File: config.mk
export PLATFORM = sky130hd
export DESIGN_NAME = wb_commit_trace_fifo
export DESIGN_NICKNAME = d
export VERILOG_FILES = /design/src/rtl/wb_commit_trace_fifo.sv
export SDC_FILE = /design/constraint.sdc
export NUM_CORES = 1
export LEC_CHECK = 0
export ABC_CLOCK_PERIOD_IN_PS = 12800
export CELL_PAD_IN_SITES_DETAIL_PLACEMENT = 1
export CELL_PAD_IN_SITES_GLOBAL_PLACEMENT = 2
export CORE_MARGIN = 1
export CORE_UTILIZATION = 30
export DETAILED_ROUTE_END_ITERATION = 16
export PLACE_DENSITY = 0.67
export SLEW_MARGIN = 20
export SYNTH_ARGS = -nofsm -noshare
export SYNTH_HDL_FRONTEND = slang
export SYNTH_SLANG_ARGS = --single-unit
export TNS_END_PERCENT = 50
File: constraint.sdc
create_clock -name clock -period 12.8 [get_ports clock]
set_input_delay 1.28 -clock clock [delete_from_list [all_inputs] [get_ports clock]]
set_output_delay 1.28 -clock clock [all_outputs]
set_load 0.01 [all_outputs]
File: src/rtl/wb_commit_trace_fifo.sv
// Dual-lane write-back trace collector: merges lane 0 / lane 1 commits into one in-order record stream.
// Optional build macro WB_TRACE_SKIP_ZERO_EN: writes to rd == 0 are not recorded.
module wb_commit_trace_fifo #(
  parameter int DEPTH  = 8,
  parameter int PC_W   = 32,
  parameter int DATA_W = 32
) (
  input  logic                       clock,
  input  logic                       reset,
  input  logic                       in0_en,
  input  logic [4:0]                 in0_rd,
  input  logic [DATA_W-1:0]          in0_wdata,
  input  logic [PC_W-1:0]            in0_pc,
  input  logic                       in1_en,
  input  logic [4:0]                 in1_rd,
  input  logic [DATA_W-1:0]          in1_wdata,
  input  logic [PC_W-1:0]            in1_pc,
  output logic                       in_ready,
  output logic                       out_valid,
  input  logic                       out_ready,
  output logic [PC_W-1:0]            out_pc,
  output logic [4:0]                 out_rd,
  output logic [DATA_W-1:0]          out_wdata,
  output logic                       out_order,
  output logic [$clog2(DEPTH+1)-1:0] count,
  output logic                       overflow
);

  localparam int AW = $clog2(DEPTH);
  localparam int CW = $clog2(DEPTH + 1);
  localparam logic [CW-1:0] DEPTH_C = CW'(DEPTH);

  logic [PC_W-1:0]   pc_mem    [DEPTH];
  logic [4:0]        rd_mem    [DEPTH];
  logic [DATA_W-1:0] wdata_mem [DEPTH];
  logic              order_mem [DEPTH];

  logic [AW-1:0] rd_ptr_q, rd_ptr_d;
  logic [AW-1:0] wr_ptr_q, wr_ptr_d;
  logic [CW-1:0] count_q, count_d;
  logic          overflow_q, overflow_d;

  logic          lane0_en, lane1_en;
  logic [CW-1:0] n_push;
  logic [CW-1:0] free_slots;
  logic          push_drop, push_acc, pop;
  logic [AW-1:0] wr_addr0, wr_addr1;

  always_comb begin
    lane0_en = in0_en;
    lane1_en = in1_en;
`ifdef WB_TRACE_SKIP_ZERO_EN
    lane0_en = in0_en && (in0_rd != 5'd0);
    lane1_en = in1_en && (in1_rd != 5'd0);
`endif
    n_push     = {{(CW-1){1'b0}}, lane0_en} + {{(CW-1){1'b0}}, lane1_en};
    // Free space is judged before this cycle's pop, so a pair is dropped whole or kept whole.
    free_slots = DEPTH_C - count_q;
    push_drop  = n_push > free_slots;
    push_acc   = !push_drop && (n_push != '0);
    pop        = (count_q != '0) && out_ready;

    wr_addr0 = wr_ptr_q;
    wr_addr1 = lane0_en ? wr_ptr_q + AW'(1) : wr_ptr_q;

    wr_ptr_d   = push_acc ? wr_ptr_q + AW'(n_push) : wr_ptr_q;
    rd_ptr_d   = pop ? rd_ptr_q + AW'(1) : rd_ptr_q;
    count_d    = count_q + (push_acc ? n_push : '0) - (pop ? CW'(1) : '0);
    overflow_d = overflow_q | push_drop;
  end

  always_ff @(posedge clock) begin
    if (reset) begin
      rd_ptr_q   <= '0;
      wr_ptr_q   <= '0;
      count_q    <= '0;
      overflow_q <= 1'b0;
    end else begin
      rd_ptr_q   <= rd_ptr_d;
      wr_ptr_q   <= wr_ptr_d;
      count_q    <= count_d;
      overflow_q <= overflow_d;
    end
  end

  // Storage is never cleared; only the pointers define what is live.
  always_ff @(posedge clock) begin
    if (!reset && push_acc) begin
      if (lane0_en) begin
        pc_mem[wr_addr0]    <= in0_pc;
        rd_mem[wr_addr0]    <= in0_rd;
        wdata_mem[wr_addr0] <= in0_wdata;
        order_mem[wr_addr0] <= 1'b0;
      end
      if (lane1_en) begin
        pc_mem[wr_addr1]    <= in1_pc;
        rd_mem[wr_addr1]    <= in1_rd;
        wdata_mem[wr_addr1] <= in1_wdata;
        order_mem[wr_addr1] <= 1'b1;
      end
    end
  end

  assign out_pc    = pc_mem[rd_ptr_q];
  assign out_rd    = rd_mem[rd_ptr_q];
  assign out_wdata = wdata_mem[rd_ptr_q];
  assign out_order = order_mem[rd_ptr_q];
  assign out_valid = (count_q != '0);
  assign in_ready  = (free_slots >= CW'(2));
  assign count     = count_q;
  assign overflow  = overflow_q;

endmodule

==> results.md <==
* Initial Util at 0.3045
* H-tree levels at 3
* Distinct cells, synth at 41
* Pwr dens at between 150 and 200 nW/um2
* Max stage delay on crit path at 0.91 ns
* CTS max path bufs at 3
* WP buf/inv at 5
* Core area at between 90000 and 100000 um2
* Final Max Tran Viols at 0
* Per-cell routed wire length at around 27 um
* F_max at around 170 MHz
* Hold_buf cts at 0
* Top area cells in the synthesized netlist: edfxtp_1 57%, mux2_2 18%, mux4_2 11%
* Grt ovf at 0
* Comb power frac at 0.269
* Flop pwr share at 0.412
* Worst VDD drop at about 0.076 mV
* Final hold violations at 0
* Period utilization at 0.4631
* First-pass GRT wire length at 120.9 mm
* Die Y at 313.5 um
* LEAKAGE at around 11 nW
* Pin count of the biggest net entering global routing at 79
* GPL Wtd Cong at between 0.7 and 0.8
* Worst Max-Slew Pin Slew at 1.118 ns
* Slowest CP cell: nand3_4
* Initial DRC Count at 902
* Internal at between 4 and 5 mW
* Crit path max fanout at 46
* DR pass1 iterations at 4
* Setup Crit Path Kind: in -> reg
* Dpl hpwl at ~46 mm
* Sinks on Clock Net at about 570
* Largest delay share family, worst path: buffers and inverters
* Cells after Synth at 1571
* Nets at between 1500 and 2000
* Share of layout cells above drive strength 1 at 0.4437
* Sw Ratio at 0.2807
* Die W at ~310 um
* Vias post-DR at around 16000
* Dpl cells at 2974
* Hold crit path type: reg -> reg
* Non-Filler Instances at between 3000 and 4000
* RSZ-0062 raised after global routing: no
* Die Area at between 90000 and 100000 um2
* Yosys top cell by area: edfxtp_1
* Post-cts repair resize count at 0
* Maxcap violations at 0
* Synth Cell Area at a little under 30000 um2
* Min cycle time layout at slightly below 6 ns
* Slew HR at 0.2546
* Setup TNS at 0 ns
* Worst skew pair latency at around 0.61 ns
* Total GRT Usage at 0.1668
* Syn Area/Cell at about 19 um2
* Port Buffers at 219
* Number of global-route vias before repair at around 18000
* Yosys warns at 0
* Clock transition at path regs at about 0.060 ns
* Register Area at 17030 um2
* Vias per std cell at 5.029
* Drt total wl at 82.32 mm
* Status: finished clean
* Synthesis-to-finish area growth at 18.75%
* Drc violations at 0
* Clock root cell: clkbuf_16
* Filler cells at 9615
* Clk pwr share at 0.319
* Sequential fraction of the synthesis area at 0.5847
* Crit path DAT at roughly 6.1 ns
* Setup bufs post-CTS at 0
* FF+latch count, synth at between 500 and 600
* Crit path cell chain: clkdlybuf4s50_1, inv_1, ha_1, inv_1, ha_1, nand4bb_1, o311ai_2, nand3_1, nand3_4, o41ai_2, buf_4, buf_4
* TritonCTS clock tree: built
* I/O pins at 220
* Skew final at approximately 0.028 ns
* Total CTS buffers at between 60 and 70
* Crit end category: flop
* CP required at between 10 and 15 ns
* Row count at between 100 and 150
* Routed Antenna Nets at 0
* Final setup viols at 0
* Net Switching at around 1.6 mW
* Initial antenna violation count at 13
* Multi-input gate area at roughly 11000 um2
* Syn nets at approximately 1700
* Tot Pwr at ~5.7 mW
* Synth top area share at 0.5696
* CP Launch Type: primary input
[path summary, 6_finish.rpt]
path / from / depth (start not counted) / endpoint / slack, ns
min reg2reg: order_mem[7]$_DFF_P_ / 2 / order_mem[7]$_DFF_P_ / 0.46
min: order_mem[7]$_DFF_P_ / 2 / order_mem[7]$_DFF_P_ / 0.46
max reg2reg: count[0]$_SDFF_PP0_ / 9 / rd_mem[0][3]$_DFFE_PP_ / 8.17
max: in0_en / 12 / rd_mem[0][3]$_DFFE_PP_ / 6.87
[cells in the mapped netlist (all sizes together)]
master,number
o22ai,2
nand2,19
a21o,1
mux2i,3
nand2b,1
a31o,1
a21oi,6
o21ba,1
inv,14
nand3,12
and2,1
dfxtp,22
ha,16
o311ai,1
or4b,2
nand4bb,1
nor4,1
xor2,3
nor2,14
and3,2
o31ai,8
mux2,622
or3,2
nor2b,2
nand3b,3
clkbuf,29
mux4,140
o41ai,4
o21ai,1
a21bo,3
buf,77
xnor2,4
edfxtp,552
fa,1
[worst min-delay path, cell delays in order (launching register included)]
cell and delay, ns:
dfxtp_1 0.31, o31ai_1 0.06, nand2_1 0.05
[through the flow]
step | cell area [um2] | hold slack, ns | utilization | worst slack, ns
after floorplan | 29100 | 0.4256 | - | 2.259
after global placement | 32520 | 0.4414 | 0.3403 | 6.226
after detailed placement | 32530 | 0.4459 | 0.3403 | 6.166
after CTS | 34550 | 0.4541 | 0.3615 | 6.804
after global routing | 34550 | 0.4900 | 0.3615 | 6.506
final | 34560 | 0.4609 | 0.3616 | 6.872
[layer usage]
metal  share of wire  global-route usage  vias up
li1                -                   -     6832
met4           0.017             0.04180       18
met1            0.45              0.2208     8380
met5          0.0014                   0        -
met2            0.49              0.2802      239
met3           0.042             0.03200      107
[layout make-up]
class / instances / share of cell area
sequential: 574 / 0.4927
multi-input combinational: 877 / 0.3319
timing repair buffer: 244 / 0.06933
clock buffer: 97 / 0.05449
tap: 1265 / 0.04580
clock inverter: 22 / 0.003982
inverter: 14 / 0.001521
antenna: 4 / 0.0002896
[kinds of logic after synthesis]
kind of cell,Yosys count,synth area share
mux,765,0.3600
flops,574,0.5847
buf+inv,120,0.02498
simple gates,60,0.01328
compound gates,28,0.007395
fa+ha+maj,17,0.007567
xor+xnor,7,0.002107
[layout by cell type (no fill, tap or decap), types with 5 or more instances in the layout]
cell / count
nand2_1: 16
clkinv_1: 11
inv_1: 14
mux2_2: 459
edfxtp_1: 552
clkbuf_16: 70
mux2_1: 86
mux4_2: 140
nor2_1: 14
ha_1: 16
buf_4: 23
a21oi_1: 6
nand3_4: 8
mux2_4: 77
dfxtp_1: 19
o31ai_1: 5
clkbuf_1: 24
clkdlybuf4s50_1: 219
[power groups by stage]
stage	clock network (mW)	registers, mW	logic, mW
2_1_floorplan	0	2.33	0.972
3_3_place_gp	0	2.37	1.54
3_5_place_dp	0	2.37	1.55
4_1_cts	1.86	2.34	1.56
5_1_grt	1.92	2.35	1.63
6_report	1.81	2.33	1.52
[sequential cells by signal (all words and copies together) (netlist names), named ones only]
signal     count
rd_ptr_q       3
rd_mem        40
order_mem      8
pc_mem       256
overflow       1
wr_addr0       3
count          4
wdata_mem    256
Power figures use the tool's default switching activity.
